`config.mk`:
```
export PLATFORM = sky130hd
export DESIGN_NAME = obstacle_guard
export DESIGN_NICKNAME = d
export VERILOG_FILES = /design/src/rtl/guard_pkg.sv /design/src/rtl/tick_gen.sv /design/src/rtl/obstacle_guard.sv
export SDC_FILE = /design/constraint.sdc
export NUM_CORES = 1
export LEC_CHECK = 0
export ABC_CLOCK_PERIOD_IN_PS = 2000
export CELL_PAD_IN_SITES_DETAIL_PLACEMENT = 1
export CELL_PAD_IN_SITES_GLOBAL_PLACEMENT = 2
export CORE_MARGIN = 1
export CORE_UTILIZATION = 25
export DETAILED_ROUTE_END_ITERATION = 16
export PLACE_DENSITY_LB_ADDON = 0.1
export SLEW_MARGIN = 10
export SYNTH_ARGS = -nofsm -noshare
export SYNTH_HDL_FRONTEND = slang
export SYNTH_SLANG_ARGS = --single-unit
```
`constraint.sdc`:
```
create_clock -name clk_50M -period 2 [get_ports clk_50M]
set_input_delay 0.6 -clock clk_50M [delete_from_list [all_inputs] [get_ports clk_50M]]
set_output_delay 0.6 -clock clk_50M [all_outputs]
set_load 0.05 [all_outputs]
```
`src/rtl/guard_pkg.sv`:
```
// Shared constants for the obstacle guard: FSM state encoding, duty width/ceiling,
// and a small min() helper used by the duty gate.
package guard_pkg;
  localparam int DUTY_W    = 8;
  localparam int NUM_LANES = 2;
  localparam logic [DUTY_W-1:0] DUTY_MAX = 8'd255;

  typedef enum logic [1:0] {
    RUN       = 2'd0,
    RAMP_DOWN = 2'd1,
    HOLD      = 2'd2,
    RAMP_UP   = 2'd3
  } guard_state_e;

  function automatic logic [DUTY_W-1:0] duty_min(input logic [DUTY_W-1:0] a,
                                                 input logic [DUTY_W-1:0] b);
    return (a < b) ? a : b;
  endfunction
endpackage

```
`src/rtl/tick_gen.sv`:
```
// Free-running divider: one-cycle tick every TICK_DIV clocks, first tick
// TICK_DIV cycles after reset release.
module tick_gen #(
  parameter int TICK_DIV = 500000
) (
  input  logic clk_50M,
  input  logic rst,
  output logic tick
);
  localparam int CW = (TICK_DIV > 1) ? $clog2(TICK_DIV) : 1;
  localparam logic [CW-1:0] LAST = CW'(TICK_DIV - 1);

  logic [CW-1:0] cnt;

  assign tick = (cnt == LAST);

  always_ff @(posedge clk_50M) begin
    if (rst)       cnt <= '0;
    else if (tick) cnt <= '0;
    else           cnt <= cnt + 1'b1;
  end
endmodule

```
`src/rtl/obstacle_guard.sv`:
```
// Debounces the near-obstacle flag on a slow tick and ramps a shared duty limit
// down to zero / back up, clamping both motor duty commands to that limit.
module obstacle_guard
  import guard_pkg::*;
#(
  parameter int TICK_DIV   = 500000,
  parameter int CONFIRM    = 3,
  parameter int RELEASE    = 20,
  parameter int RAMP_STEP  = 8,
  parameter int HOLD_TICKS = 50
) (
  input  logic              clk_50M,
  input  logic              rst,
  input  logic              d_val,
  input  logic [DUTY_W-1:0] l_duty_in,
  input  logic [DUTY_W-1:0] r_duty_in,
  output logic [DUTY_W-1:0] l_duty_out,
  output logic [DUTY_W-1:0] r_duty_out,
  output logic              obstacle,
  output logic              stopped,
  output logic [1:0]        state_dbg
);
  localparam logic [3:0]        CONF_C = 4'(CONFIRM);
  localparam logic [7:0]        REL_C  = 8'(RELEASE);
  localparam logic [7:0]        HOLD_C = 8'(HOLD_TICKS);
  localparam logic [DUTY_W:0]   STEP9  = (DUTY_W+1)'(RAMP_STEP);

  logic tick;
  logic [3:0] near_cnt;
  logic [7:0] clear_cnt;
  logic [7:0] hold_cnt;
  logic [DUTY_W-1:0] limit, limit_nxt;
  logic [DUTY_W:0]   dn9, up9;
  guard_state_e state, state_nxt;

  tick_gen #(.TICK_DIV(TICK_DIV)) u_tick (
    .clk_50M (clk_50M),
    .rst     (rst),
    .tick    (tick)
  );

  // obstacle flips on the same edge its qualifying counter reaches threshold
  always_ff @(posedge clk_50M) begin
    if (rst) begin
      near_cnt  <= '0;
      clear_cnt <= '0;
      obstacle  <= 1'b0;
    end else if (tick) begin
      if (d_val) begin
        clear_cnt <= '0;
        if (near_cnt < CONF_C)        near_cnt <= near_cnt + 1'b1;
        if (near_cnt >= CONF_C - 1'b1) obstacle <= 1'b1;
      end else begin
        near_cnt <= '0;
        if (clear_cnt < REL_C)        clear_cnt <= clear_cnt + 1'b1;
        if (clear_cnt >= REL_C - 1'b1) obstacle <= 1'b0;
      end
    end
  end

  always_ff @(posedge clk_50M) begin
    if (rst) begin
      state   <= RUN;
      limit   <= DUTY_MAX;
      stopped <= 1'b0;
    end else begin
      state   <= state_nxt;
      limit   <= limit_nxt;
      stopped <= (state_nxt == HOLD);
    end
  end

  // hold_cnt sits at zero outside HOLD, so it is already cleared on entry
  always_ff @(posedge clk_50M) begin
    if (rst)                              hold_cnt <= '0;
    else if (state != HOLD)               hold_cnt <= '0;
    else if (tick && hold_cnt < HOLD_C)   hold_cnt <= hold_cnt + 1'b1;
  end

  assign dn9 = {1'b0, limit} - STEP9;
  assign up9 = {1'b0, limit} + STEP9;

  always_comb begin
    state_nxt = state;
    limit_nxt = limit;
    unique case (state)
      RUN: begin
        limit_nxt = DUTY_MAX;
        if (obstacle) state_nxt = RAMP_DOWN;
      end
      RAMP_DOWN: begin
        if (tick) begin
          limit_nxt = dn9[DUTY_W] ? '0 : dn9[DUTY_W-1:0];
          if (dn9[DUTY_W] || dn9[DUTY_W-1:0] == '0) state_nxt = HOLD;
        end
      end
      HOLD: begin
        limit_nxt = '0;
        if (hold_cnt == HOLD_C && !obstacle) state_nxt = RAMP_UP;
      end
      RAMP_UP: begin
        // the up-step still applies on a tick even when leaving for RAMP_DOWN
        if (tick) limit_nxt = up9[DUTY_W] ? DUTY_MAX : up9[DUTY_W-1:0];
        if (obstacle)                           state_nxt = RAMP_DOWN;
        else if (tick && limit_nxt == DUTY_MAX) state_nxt = RUN;
      end
      default: begin
        state_nxt = RUN;
        limit_nxt = DUTY_MAX;
      end
    endcase
  end

  logic [NUM_LANES-1:0][DUTY_W-1:0] duty_in, duty_q;
  assign duty_in = {r_duty_in, l_duty_in};

  for (genvar i = 0; i < NUM_LANES; i++) begin : g_lane
    always_ff @(posedge clk_50M) begin
      if (rst) duty_q[i] <= '0;
      else     duty_q[i] <= duty_min(duty_in[i], limit);
    end
  end

  assign l_duty_out = duty_q[0];
  assign r_duty_out = duty_q[1];
  assign state_dbg  = state;
endmodule

```
### Word level (Yosys, flattened, before mapping)

Cells that the tools add are included.

* bits in registers: 67
* logic and storage cells: 70
* output and inout bits: 20
* input bits: 19

* add/sub/neg operators: 6
* multiplexer cells: 22
* magnitude comparators: 7
* equality and inequality tests: 11
* reductions and logical operators: 14

Operators by type and width (number)
* $mux W8: 9
* $pmux W8 S4: 1
* $add A19 B1 Y19 const B: 1
* $eq A19 B19 Y1 const B: 1
* $add A8 B1 Y8 const B: 2
* $lt A8 B8 Y1: 2
* $mux W2: 6
* $add A8 B4 Y9 const B: 1
* $sub A8 B4 Y9 const B: 1
* $eq A8 B6 Y1 const B: 1
* $eq A8 B8 Y1 const B: 1
* $ge A8 B5 Y1 const B: 1
* $logic_not A8 Y1: 1
* $lt A8 B5 Y1 const B: 1
* $lt A8 B6 Y1 const B: 1
* $mux W4: 2
* $pmux W2 S4: 1
* $eq A2 B2 Y1 const B: 3
* $add A4 B1 Y4 const B: 1
* $ge A4 B2 Y1 const B: 1
* $lt A4 B2 Y1 const B: 1
* $ne A2 B1 Y1 const B: 2
* $ne A2 B2 Y1 const B: 2
* $reduce_and A2 Y1: 2
* 9 further kinds: 15

### Logic depth before layout (Yosys ltp)

* depth after elaboration: 10
* mapped depth: 9
* gate-level depth less buffers: 8

### Modules after synthesis

From an unflattened synthesis, not the netlist that was laid out.

* cell total of the unflattened synthesis: 429
* area, all modules: 3623.5 um^2

Modules (own cells, without submodules)
* obstacle_guard: seq. area each 960.9 um^2, area each 2727.6 um^2, instances 1, cells each 327
* tick_gen: seq. area each 380.4 um^2, area each 895.9 um^2, instances 1, cells each 102

### Worst setup path after synthesis

OpenSTA, ideal clock, no wires.

* path kind: flip-flop to flip-flop
* start: register limit[5]
* end: register duty_q (netlist bit l_duty_out[0])
* period minus slack after synthesis: 2.208 ns
* stages on the path, launching flop included: 7
* setup slack: -0.208 ns
* path buffers: 1
* library setup time: 0.140 ns
* required time: 1.860 ns
* arrival time: 2.067 ns
* cell sequence: dfxtp_1 > clkbuf_1 > inv_1 > ha_1 > a2111oi_0 > a31oi_2 > mux2i_1

* word-level cells in the longest chain between the ends: 2

RTL lines
* from (decl): RTL line obstacle_guard.sv:32 `logic [DUTY_W-1:0] limit, limit_nxt;`
* from (signal assigned): RTL line obstacle_guard.sv:68 `limit <= limit_nxt;`
* $lt A8 B8 Y1: RTL line guard_pkg.sv:17 `return (a < b) ? a : b;`
* $mux W8: RTL line guard_pkg.sv:17
* to (signal, indexed assignment): RTL line obstacle_guard.sv:120 `else duty_q[i] <= duty_min(duty_in[i], limit);`
* to (decl): RTL line obstacle_guard.sv:114 `logic [NUM_LANES-1:0][DUTY_W-1:0] duty_in, duty_q;`

No other way between the ends.
A chain may end at the register's enable or synchronous reset.

### Final worst setup path

* start: input port l_duty_in[7]
* end: register duty_q (netlist bit l_duty_out[3])

* word-level cells in the longest chain between the ends: 2

RTL lines
* from (decl): RTL line obstacle_guard.sv:15 `input logic [DUTY_W-1:0] l_duty_in,`
* $lt A8 B8 Y1: RTL line guard_pkg.sv:17
* $mux W8: RTL line guard_pkg.sv:17

No other way between the ends.

==> results.md <==
- I/O Buffers: 38
- Crit start category: input port
- Fillcell total: 1,632
- Max_slew headroom: 0.728
- Mean Syn Cell Area: 8.52 um2
- Worst-case clock buffer depth: 2
- CTS Hold Bufs: 0
- Setup Skew: 5.52 ps
- Outcome: finished clean
- VDD IR-drop max: 0.393 mV
- Util after Layout: 0.353
- Hold Path Depth: 1
- Vias in the first global route: 3,471
- Hpwl dp: 7720 um
- Critical path class: in -> reg
- Tcrit/Tclk final: 0.953
- CTS tree: built
- Layout Cells excl Fill: 685
- Wire length per cell: 15.2 um
- Sequential share of power: 0.400
- RR Endpoint: l_duty_out[3]$_SDFF_PP0_
- Seq/Total Area, Yosys: 0.371
- Worst path cell trace: clkdlybuf4s50_1 -> ha_1 -> a2111oi_4 -> buf_4 -> a31oi_2 -> buf_4 -> mux2i_1
- CP max FO: 4
- Clk pwr share: 0.465
- Clk root buf: clkbuf_16
- P_sw: 0.889 mW
- Synth Warn #: 0
- Mapped Area: 3610 um2
- Fmax: 0.525 GHz
- DRC: 0
- Netlist cell types: 56
- Antenna diode count: 0
- CTS clock-pin slew for the worst setup and hold paths: 60 ps
- Largest net degree at the start of global routing: 21
- First-pass GRT wire length: 17,200 um
- Initial antenna violation count: 0
- Most frequent cells in the layout: dfxtp_1, buf_4, nor2_1, nand2_1, nand2b_1
- DRT antenna net count: 0
- Ports: 39
- TritonRoute pass-1 iters: 4
- CTS Buf Count: 9
- R2r setup slk: 150 ps
- Vias per cell: 4.82
- CP Capture Type: register
- Most used flip-flop cell after synthesis: dfxtp_1
- Cell internal pwr: 2.59 mW
- Net Sw Frac: 0.255
- Total negative setup slack: 0 ps
- FF+latch count, synth: 67
- Logic gate share of total power: 0.135
- Commonest non-fill, non-tap cell in the layout: dfxtp_1
- Nets: 542
- Async SR Flop Fraction: 0
- Max incr delay on CP: 450 ps
- Cell Area, Placed: 4510 um2
- Hold Crit Class: reg -> reg
- Worst-skew pair later-pin latency: 340 ps
- Layout cells sized above 1: 0.220
- Overflow after GRT: 0
- DRC marker count from the first detailed-route iteration: 93
- Crit-path slowest cell: clkdlybuf4s50_1
- Area Growth Syn to Fin: 36.8%
- Worst hold path startpoint: hold_cnt[7]$_SDFFE_PP0P_
- Final hold violation count: 0
- Drt total wl: 10,400 um
- DP Cell Count: 669
- Critical path data required time: 2220 ps
- FP Rows: 43
- Area of the core: 14,000 um2
- Clock sink count: 67
- H-tree levels: 3
- Max Slew Vio Count: 0
- Post-synth EDFFs: 0
- Syn nets: 465
- Total of max-cap violations: 0
- GRT Overall Usage: 0.149
- Starting density of the core: 0.258
- Lkg Pwr: 2.11 nW
- Worst path most repeated cell: buf_4
- Die width: 122 um
- Die footprint: 14,900 um2
- Die height: 122 um
- Hold Path End: hold_cnt[7]$_SDFFE_PP0P_
- Synth Instances: 424
- Worst Tran Pin Value: 403 ps
- Global placer's final weighted congestion: 0.764
- Hold_ws: 459 ps
- Vias after detailed routing: 3,299
- R2r worst-path depth: 7
- Fin crit period: 1910 ps
- RR Startpoint: limit[6]$_SDFFE_PP1P_
- Crit path DAT: 2120 ps
- Cell area after layout: 4940 um2
- PD cells: 704 nW/um2
- Final setup viols: 0
==> power by group through the flow <==
stage | combinational [mW] | sequential [mW] | clock (mW)
after floorplan | 0.172 | 1.51 | 0
after global placement | 0.454 | 1.42 | 0
after detailed placement | 0.454 | 1.42 | 0
after CTS | 0.466 | 1.39 | 1.69
after global routing | 0.514 | 1.40 | 1.73
final | 0.470 | 1.39 | 1.62
==> cell families after synthesis <==
group | share of synthesized area
AND/OR/NAND/NOR | 0.278
multiplexers | 0.0526
flip-flops | 0.371
AO/OA/AOI/OAI | 0.133
XOR/XNOR | 0.0485
adder cells (fa/ha/maj) | 0.0762
buffers and inverters | 0.0409
==> per-stage QoR <==
step	total power [mW]	setup WS, ps
2_1_floorplan	1.68	17.1
3_3_place_gp	1.87	-505
3_5_place_dp	1.88	-520
4_1_cts	3.55	-10.9
5_1_grt	3.64	-3.98
6_report	3.48	95.0
==> cell usage after synthesis (3+ instances only) <==
cell	number	area (um2)
ha_1	22	275
nor3_1	9	45.0
nand3_1	17	85.1
nor3b_1	3	22.5
nand4_1	10	62.6
a31oi_1	3	18.8
buf_2	4	20.0
or3_1	4	25.0
nor2_1	47	176
nand2b_1	30	188
o21a_1	5	37.5
o21ai_0	20	100
nand2_1	31	116
a41oi_1	3	26.3
nor4_1	4	25.0
mux2i_1	19	190
a21oi_1	17	85.1
and3_1	3	18.8
xor2_1	12	105
xnor2_1	8	70.1
inv_1	15	56.3
and2_1	6	37.5
nor2b_1	6	37.5
clkbuf_1	14	52.6
o211ai_1	3	22.5
dfxtp_1	67	1340
a21o_1	5	37.5
==> worst max-delay path by stage <==
stage                             startpoint                        to  cells after the start
finish                          l_duty_in[7]  l_duty_out[3]$_SDFF_PP0_                      7
global route        u_tick.cnt[1]$_SDFF_PP0_     limit[7]$_SDFFE_PP1P_                      9
CTS                             r_duty_in[6]  r_duty_out[3]$_SDFF_PP0_                      8
detailed placement              r_duty_in[5]  r_duty_out[3]$_SDFF_PP0_                      8
global placement                l_duty_in[5]  l_duty_out[1]$_SDFF_PP0_                      7
floorplan                       l_duty_in[5]  l_duty_out[0]$_SDFF_PP0_                      4
==> metal layers <==
metal,GRT usage,wire [um],part of all wire
met5,0,0,0
met4,0.0602,179,0.017
met3,0.0332,399,0.038
met2,0.255,5030,0.48
met1,0.179,4820,0.46
==> state kept, by name (all words and copies together) (netlist names) <==
signal,cells
u_tick.cnt,19
clear_cnt,8
hold_cnt,8
l_duty_out,8
limit,8
r_duty_out,8
near_cnt,4
state_dbg,2
obstacle,1
stopped,1
==> timing repair <==
| action | CTS | global route |
|---|---|---|
| endpoints found under the setup margin | 16 | 29 |
| setup buffers | 0 | 1 |
| pin swaps | 1 | 9 |
| gates resized for setup | 9 | 22 |
| endpoints found under the hold margin | 0 | 0 |
==> critical path: cells and delay by family <==
family | cells | cell delay (ps)
mux | 1 | 120
compound gates | 2 | 340
fa+ha+maj | 1 | 270
buf+inv | 3 | 790
==> area by class of cell <==
class                           count  area, um2  share of cell area
Clock buffer                       13        260              0.0527
Multi-Input combinational cell    321       2250               0.455
Clock inverter                      2       35.0             0.00709
Tap cell                          180        225              0.0456
Sequential cell                    67       1340               0.271
Inverter                           15       56.3              0.0114
Timing Repair Buffer               87        777               0.157
(Power assumes the default switching activity.)
